## src/rtl/conv_pkg.sv

```systemverilog
// Shared constants and width helpers for the convolution MAC datapath.
package conv_pkg;

    // Post-processing selectors for conv_post_proc.
    localparam int MODE_CLAMP = 0;   // negative results become 0
    localparam int MODE_ABS   = 1;   // absolute value (edge magnitude)

    // Default sample and coefficient widths of the convolution datapath.
    localparam int DEF_PIX_W = 8;
    localparam int DEF_KER_W = 8;

    // Accumulator width that holds a full window of signed products without
    // overflow: pixel (+1 sign bit) times coefficient, plus log2(taps) growth.
    function automatic int acc_width(input int pix_w, input int ker_w, input int taps);
        return pix_w + ker_w + $clog2(taps) + 1;
    endfunction

endpackage

```

## src/rtl/conv_post_proc.sv

```systemverilog
// Combinational post-processing of a window sum: normalising arithmetic
// shift, rectification (clamp or absolute value) and saturation to OUT_W.
module conv_post_proc
    import conv_pkg::*;
#(
    parameter int ACC_W = 21,
    parameter int SHIFT = 0,
    parameter int OUT_W = 8,
    parameter int MODE  = MODE_CLAMP
) (
    input  logic signed [ACC_W-1:0] sum,
    output logic        [OUT_W-1:0] data,
    output logic                    sat
);

    localparam logic signed [ACC_W-1:0] MAX_V = {{(ACC_W-OUT_W){1'b0}}, {OUT_W{1'b1}}};

    logic signed [ACC_W-1:0] v;
    logic signed [ACC_W-1:0] mag;

    // Floor division by 2^SHIFT; the sign is preserved by the arithmetic shift.
    assign v = sum >>> SHIFT;

    // Rectify, then saturate anything above the largest output code.
    always_comb begin
        mag  = v;
        data = v[OUT_W-1:0];
        sat  = 1'b0;
        if (MODE == MODE_ABS && v[ACC_W-1]) begin
            mag = -v;
        end
        if (MODE == MODE_CLAMP && v[ACC_W-1]) begin
            data = '0;
        end else if (mag > MAX_V) begin
            data = '1;
            sat  = 1'b1;
        end else begin
            data = mag[OUT_W-1:0];
        end
    end

endmodule

```

## src/rtl/conv_mac_array.sv

```systemverilog
// Windowed multiply-accumulate for the convolution datapath: accepts one
// (pixel, coefficient) beat at a time, sums TAPS signed products and hands
// one post-processed pixel to the write-back stage.
//
// Handshake: a transfer happens on a rising edge where valid && ready are
// both high. in_valid/pixel/coeff must hold until accepted; out_valid holds
// with out_data/out_sat stable until the consumer raises out_ready.
module conv_mac_array
    import conv_pkg::*;
#(
    parameter int PIX_W = DEF_PIX_W,
    parameter int KER_W = DEF_KER_W,
    parameter int TAPS  = 9,
    parameter int SHIFT = 0,
    parameter int OUT_W = 8,
    parameter int MODE  = MODE_CLAMP
) (
    input  logic                     clk,
    input  logic                     rst,
    input  logic                     clear,
    input  logic                     in_valid,
    output logic                     in_ready,
    input  logic [PIX_W-1:0]         pixel,
    input  logic [KER_W-1:0]         coeff,
    output logic                     out_valid,
    input  logic                     out_ready,
    output logic [OUT_W-1:0]         out_data,
    output logic                     out_sat,
    output logic [$clog2(TAPS)-1:0]  tap_cnt
);

    localparam int ACC_W = acc_width(PIX_W, KER_W, TAPS);
    localparam int CNT_W = $clog2(TAPS);
    localparam logic [CNT_W-1:0] LAST_TAP = CNT_W'(TAPS - 1);

    logic signed [ACC_W-1:0] pix_ext;
    logic signed [ACC_W-1:0] coeff_ext;
    logic signed [ACC_W-1:0] prod;
    logic signed [ACC_W-1:0] s1_prod;
    logic signed [ACC_W-1:0] acc;
    logic signed [ACC_W-1:0] sum;
    logic                    s1_valid;
    logic                    s1_last;
    logic                    accept;
    logic                    load;
    logic [OUT_W-1:0]        pp_data;
    logic                    pp_sat;

    // Pixel is unsigned, so it gets a zero sign bit; the coefficient is sign-extended.
    assign pix_ext   = {{(ACC_W-PIX_W){1'b0}}, pixel};
    assign coeff_ext = {{(ACC_W-KER_W){coeff[KER_W-1]}}, coeff};
    assign prod      = pix_ext * coeff_ext;

    // Stall while a last tap sits in stage 1 so the output register is only
    // loaded when it is empty or being drained on the same edge.
    assign in_ready = !clear && !(s1_valid && s1_last) && (!out_valid || out_ready);
    assign accept   = in_valid && in_ready;
    assign sum      = acc + s1_prod;
    assign load     = s1_valid && s1_last && !clear;

    conv_post_proc #(
        .ACC_W (ACC_W),
        .SHIFT (SHIFT),
        .OUT_W (OUT_W),
        .MODE  (MODE)
    ) u_post_proc (
        .sum  (sum),
        .data (pp_data),
        .sat  (pp_sat)
    );

    // Stage 1: register the product and track the tap position in the window.
    always_ff @(posedge clk or posedge rst) begin
        if (rst) begin
            tap_cnt  <= '0;
            s1_valid <= 1'b0;
            s1_last  <= 1'b0;
            s1_prod  <= '0;
        end else if (clear) begin
            tap_cnt  <= '0;
            s1_valid <= 1'b0;
            s1_last  <= 1'b0;
        end else begin
            s1_valid <= accept;
            if (accept) begin
                s1_prod <= prod;
                s1_last <= (tap_cnt == LAST_TAP);
                tap_cnt <= (tap_cnt == LAST_TAP) ? '0 : tap_cnt + 1'b1;
            end
        end
    end

    // Stage 2: accumulate, restarting from zero after each window's last tap.
    always_ff @(posedge clk or posedge rst) begin
        if (rst) begin
            acc <= '0;
        end else if (clear) begin
            acc <= '0;
        end else if (s1_valid) begin
            acc <= s1_last ? '0 : sum;
        end
    end

    // Output register: loads a finished window, empties on a completed handshake.
    always_ff @(posedge clk or posedge rst) begin
        if (rst) begin
            out_valid <= 1'b0;
            out_data  <= '0;
            out_sat   <= 1'b0;
        end else if (load) begin
            out_valid <= 1'b1;
            out_data  <= pp_data;
            out_sat   <= pp_sat;
        end else if (out_valid && out_ready) begin
            out_valid <= 1'b0;
        end
    end

endmodule

```

## config.mk

```make
export PLATFORM = sky130hd
export DESIGN_NAME = conv_mac_array
export DESIGN_NICKNAME = d
export VERILOG_FILES = /design/src/rtl/conv_pkg.sv /design/src/rtl/conv_post_proc.sv /design/src/rtl/conv_mac_array.sv
export SDC_FILE = /design/constraint.sdc
export NUM_CORES = 1
export LEC_CHECK = 0
export CAP_MARGIN = 40
export CORE_UTILIZATION = 61
export DETAILED_ROUTE_END_ITERATION = 6
export GPL_ROUTABILITY_DRIVEN = 0
export PLACE_DENSITY_LB_ADDON = 0.08
export SYNTH_ARGS = -nofsm -noshare
export SYNTH_HDL_FRONTEND = slang
export SYNTH_SLANG_ARGS = --single-unit
```

## constraint.sdc

```tcl
create_clock -name clk -period 6.1 [get_ports clk]
set_input_delay 0.61 -clock clk [delete_from_list [all_inputs] [get_ports clk]]
set_output_delay 0.61 -clock clk [all_outputs]
set_load 0.05 [all_outputs]
```

**Word level (Yosys, flattened, before mapping)**

Index checks and enable logic that the tools add are counted.

- Bits of input ports: 21
- Output and inout port bits: 15
- Word-level logic and storage cells: 43
- Register bits: 58

- Equality and inequality tests: 1
- Multipliers: 1
- Add/sub/neg operators: 2
- Mux-type cells: 15
- Bitwise gates (word level): 1
- $lt $le $gt $ge: 1
- Reduce and logical (&&, ||, !) cells: 14

Operators by type and width:

| kind | number |
|---|---|
| two-way mux 21 bit | 3 |
| adder 21 bit | 1 |
| greater-than comparator 21 x 9 -> 1 bit (second input constant) | 1 |
| multiplier 9 x 8 -> 17 bit | 1 |
| two-way mux 8 bit | 2 |
| two-way mux 4 bit | 3 |
| two-way mux 1 bit | 7 |
| logical AND 1 bit | 6 |
| nonzero test 2 bit | 3 |
| adder 4 x 1 -> 4 bit (second input constant) | 1 |
| == test 4 bit (second input constant) | 1 |
| zero test 1 bit | 3 |
| AND reduction 2 bit | 1 |
| logical OR 1 bit | 1 |
| NOT 1 bit | 1 |

**Logic depth before layout (Yosys ltp)**

- Depth in word-level cells: 7
- Mapped depth: 19
- Mapped depth without buffers: 19

**Cells and area by module**

From an unflattened synthesis, not the netlist that was laid out.

- Cells, all modules: 556
- Area, all modules: 5278.8 um2

By module, submodules not included:

| module | instances | area an instance (um2) | cells each |
|---|---|---|---|
| conv_mac_array | 1 | 5131.2 | 535 |
| conv_post_proc | 1 | 147.6 | 21 |

**Worst setup path before layout**

OpenSTA, ideal clock, no wires.

- Kind: input port to flip-flop
- Start: input pixel[3]
- End: register s1_prod[19]
- Stages on the path: 18
- Arrival: 4.364 ns
- Setup slack: 1.602 ns
- Path buffers: 0
- Cell sequence: and2_1 fa_1 inv_1 fa_1 inv_1 fa_1 inv_1 fa_1 inv_1 ha_1 o21ai_0 a21boi_0 o21ai_0 a21oi_1 a41oi_1 a21oi_1 xnor2_1 o21ai_0

- Cells in the longest elaborated chain, start to end: 1

RTL lines:

| element | RTL line | source |
|---|---|---|
| start, declared | conv_mac_array.sv:23 | `input logic [PIX_W-1:0] pixel,` |
| multiplier 9 x 8 -> 17 bit | conv_mac_array.sv:52 | `assign prod = pix_ext * coeff_ext;` |
| end signal, assigned | conv_mac_array.sv:86 | `s1_prod <= prod;` |
| end, declared | conv_mac_array.sv:39 | `logic signed [ACC_W-1:0] s1_prod;` |

No other way between the ends.
A chain may end at the register's enable or synchronous reset.

**Worst setup path in the final report**

- Start: input pixel[0]
- End: register s1_prod[19]

The elaborated chain is that of the path after synthesis.

==> results.md <==
* Startpoint of the lowest-slack register-to-register path: s1_prod[0]
* Post-cts sizing count at 0
* Maximum number of pins on one net before global-route repair at 55
* Maximum clock frequency at 0.197 GHz
* Antenna cells at 0
* Post-CTS setup buffer count at 0
* Instance count along the most critical hold path at 2
* Start-to-end type of the worst setup path: in -> reg
* Fraction of final layout cells with drive strength greater than 1 at 0.0470
* Detailed-router iteration count before antenna repair at 4
* Routed Wire Length at 10.8 mm
* Worst min-delay path startpoint: s1_prod[13]
* Met1 Usage GRT at 0.339
* Worst path buffer plus inverter count at 4
* Count of buffers from port buffering at 35
* Sequential area share after synthesis at 0.251
* Post-Synthesis Net Count at 726
* Synth Warn # at 0
* Post-synthesis area per instance at 8.93 um2
* Cell type with the highest occurrence count on the critical path: sky130_fd_sc_hd__fa_1
* Required time reported for the critical path endpoint at 6.28 ns
* All-layer global routing usage at 0.260
* Outcome: completed
* Number of global-route vias before repair at 4,180
* Worst VDD drop at 0.126 mV
* Final WS setup at 1.02 ns
* Critical Path AT at 5.26 ns
* Final clock period utilization by the worst path at 0.833
* Width of the chip at between 90 and 100 um
* Top library cells by usage in the layout, fill and taps aside: sky130_fd_sc_hd__inv_1, sky130_fd_sc_hd__nand2_1, sky130_fd_sc_hd__ha_1
* Core footprint at between 8000 and 9000 um2
* Final Instance Count excl. Fillers at between 700 and 800
* Total via count after detailed routing at 4,194
* Hold Violations, Final at 0
* Most used DFF post-synth: sky130_fd_sc_hd__dfrtp_1
* Number of hold buffers added after CTS at 0
* DR DRC count at 0
* Endpoint kind of the worst setup timing path: flip-flop
* Fin nets at around 760
* Placed Cells at 735
* Setup repair after global routing missed its margin: no
* First-pass GRT wire length at 18.6 mm
* Average detailed-routed wire length per instance at 14.5 um
* Total Negative Setup Slacks at 0 ns
* Min cycle time layout at approximately 5.1 ns
* Critical path fanouts, max at 8
* Post-synthesis cell type with the largest combined area: sky130_fd_sc_hd__dfrtp_1
* Number of violations of the max-capacitance limit at 0
* Post-route antenna net violation count at 0
* Cell area after placement at a little under 6000 um2
* Relative max-transition margin at 0.440
* Placed wire-length estimate at about 8.8 mm
* Cell count after synthesis at ~600
* Sink of the worst hold path: s1_prod[13]
* Met3 Usage GRT at 0.0197
* Share of the synthesized area in the top cell type at 0.251
* Clock transition at path regs at 0.09 ns
* R2R Path End: out_data[1]
* Post-place setup slack at 0.679 ns
* Number of antenna violations at the first check in global routing at 0
* Number of placement rows at 33
* Clock latency of the later-clocked register in the worst-skew pair at ~0.32 ns
* Cts bufs inserted at 5
* Die Footprint at 9190 um2
* Starting density of the core at 0.641
* End-of-flow core utilization at 0.710
* Die span in y at 95.9 um
* Cell with the biggest individual delay on the critical path: sky130_fd_sc_hd__fa_1
* H-tree levels at 2
* Via-to-Cell Ratio at around 5.6
* Final cell area excluding filler cells at roughly 5900 um2
* Drt first-iter violations at about 160
* CTS Sinks at between 50 and 60
* Most Crowded Layer GR: met2
* Delay of the slowest cell on the worst path at 0.56 ns
* Overflow left after global routing at 0
* Type of origin of the critical path: input pin
* Met2 GRT Util at 0.466
* FF-to-FF setup slack at 2.25 ns
* Ordered list of cells on the worst path: clkdlybuf4s50_1, nand2b_1, fa_1, fa_1, inv_1, fa_1, inv_1, fa_1, inv_1, ha_1, o21ai_0, a21boi_0, o21ai_0, a21oi_1, a41oi_1, a21oi_1, xnor2_1, o21ai_0
* Flops & latches, synth at 54
* Number of flops mapped to enable cells by yosys at 0
* Cell variety after synth at 55
* Kind of cell with the highest combined delay on the critical path: adder cells
* Cell area after synthesis at 5380 um2
* Proportion of synthesized flip-flops having asynchronous set or reset at 1.00
* Count of fill cells added during filler insertion at between 600 and 700
* Top-level I/O count at 36
* Final setup viols at 0
* Worst clock skew on the final layout at 0.0207 ns
* Classification of the worst-slack hold path: reg -> reg
* Max Buffers Root-to-Sink at 2
* Clock Root Buffer: sky130_fd_sc_hd__clkbuf_8
* Area Growth Syn to Fin at 10.7%
* Static Leakage at 2.92 nW
* Most frequent standard cell in the layout excluding fill and tap cells: sky130_fd_sc_hd__inv_1
* Measured slew at the worst slew-check pin at 0.837 ns
* Slew Viols, Final at 0
* Main area contributors after synthesis: sky130_fd_sc_hd__dfrtp_1, sky130_fd_sc_hd__ha_1, sky130_fd_sc_hd__fa_1
* Power density over the cells at 273 nW/um2
* Count of cells along the worst register-to-register path at 12
* Clock tree from TritonCTS: yes
stage by stage:
| stage | total power [mW] | hold WS, ns |
|---|---|---|
| 2_1_floorplan | 1.20 | 0.452 |
| 3_3_place_gp | 1.36 | 0.471 |
| 3_5_place_dp | 1.40 | 0.478 |
| 4_1_cts | 1.63 | 0.502 |
| 5_1_grt | 1.78 | 0.527 |
| 6_report | 1.62 | 0.494 |
power breakdown:
part / leakage (nW) / internal (mW) / switching [mW]
combinational: 2.17 / 0.398 / 0.538
sequential: 0.701 / 0.422 / 0.0479
clock: 0.0478 / 0.0938 / 0.123
total: 2.92 / 0.914 / 0.709
final cells by class:
| class | instances | area, um2 | share of cell area |
|---|---|---|---|
| Multi-Input combinational cell | 463 | 3710 | 0.623 |
| Clock inverter | 2 | 16.3 | 0.00273 |
| Clock buffer | 6 | 82.6 | 0.0139 |
| Timing Repair Buffer | 38 | 380 | 0.0639 |
| Tap cell | 105 | 131 | 0.0221 |
| Inverter | 75 | 282 | 0.0473 |
| Sequential cell | 54 | 1350 | 0.227 |
worst max-delay path by stage:
stage              from     endpoint  slack (ns)  cells past startpoint
6_report       pixel[0]  s1_prod[19]        1.02                     18
5_1_grt        pixel[0]  s1_prod[19]        0.70                     18
4_1_cts        pixel[0]  s1_prod[19]        0.99                     18
3_5_place_dp   pixel[0]  s1_prod[19]        0.68                     18
3_3_place_gp   pixel[3]  s1_prod[19]        0.84                     19
2_1_floorplan  pixel[3]  s1_prod[19]        1.60                     18
registers in the layout (all words and copies together) (netlist names):
name       cells
acc           21
out_data       8
s1_prod       17
s1_last        1
out_valid      1
out_sat        1
tap_cnt        4
s1_valid       1
worst reg2reg max path, cell delays in order (launching register included):
cell,delay (ns)
sky130_fd_sc_hd__dfrtp_1,0.41
sky130_fd_sc_hd__ha_1,0.23
sky130_fd_sc_hd__inv_1,0.07
sky130_fd_sc_hd__fa_1,0.43
sky130_fd_sc_hd__nor2b_4,0.15
sky130_fd_sc_hd__o31ai_2,0.08
sky130_fd_sc_hd__a21o_2,0.26
sky130_fd_sc_hd__o211ai_2,0.26
sky130_fd_sc_hd__xor2_1,0.13
sky130_fd_sc_hd__or4_1,0.55
sky130_fd_sc_hd__or4_4,0.45
sky130_fd_sc_hd__nor4b_4,0.53
sky130_fd_sc_hd__a211oi_1,0.16
cell usage after synthesis, drive strengths merged (2+ instances only):
| master | instances |
|---|---|
| nand2 | 66 |
| xnor2 | 10 |
| xor2 | 17 |
| a21o | 8 |
| nor3 | 8 |
| nor2b | 9 |
| o21ai | 41 |
| clkbuf | 9 |
| o31ai | 6 |
| o211a | 2 |
| ha | 65 |
| nor2 | 40 |
| or2 | 2 |
| a22o | 10 |
| mux2i | 2 |
| a21oi | 34 |
| o21a | 3 |
| or4 | 2 |
| fa | 38 |
| o21bai | 4 |
| and2 | 45 |
| o211ai | 2 |
| inv | 74 |
| and3 | 2 |
| a21boi | 2 |
| nand3 | 6 |
| nand2b | 9 |
| nor3b | 3 |
| or3 | 2 |
| o22ai | 3 |
| a211oi | 11 |
| dfrtp | 54 |
cells by family (layout without fill, tap and decap cells):
logic type               after synthesis  after routing  synth area share
adder cells (fa/ha/maj)              103            103             0.293
XOR/XNOR                              27             27            0.0440
flip-flops                            54             54             0.251
buffers and inverters                 85            121            0.0598
AO/OA/AOI/OAI                        134            134             0.164
AND/OR/NAND/NOR                      197            197             0.185
multiplexers                           2              2           0.00372
metal layers:
| metal | part of all wire | wire length [um] | up-vias |
|---|---|---|---|
| met5 | 0 | 0 | - |
| met4 | 0.016 | 173 | 0 |
| met1 | 0.47 | 5030 | 1995 |
| li1 | - | - | 2095 |
| met2 | 0.49 | 5270 | 91 |
| met3 | 0.030 | 323 | 13 |
Note: power is estimated with default switching activity, not from simulation.
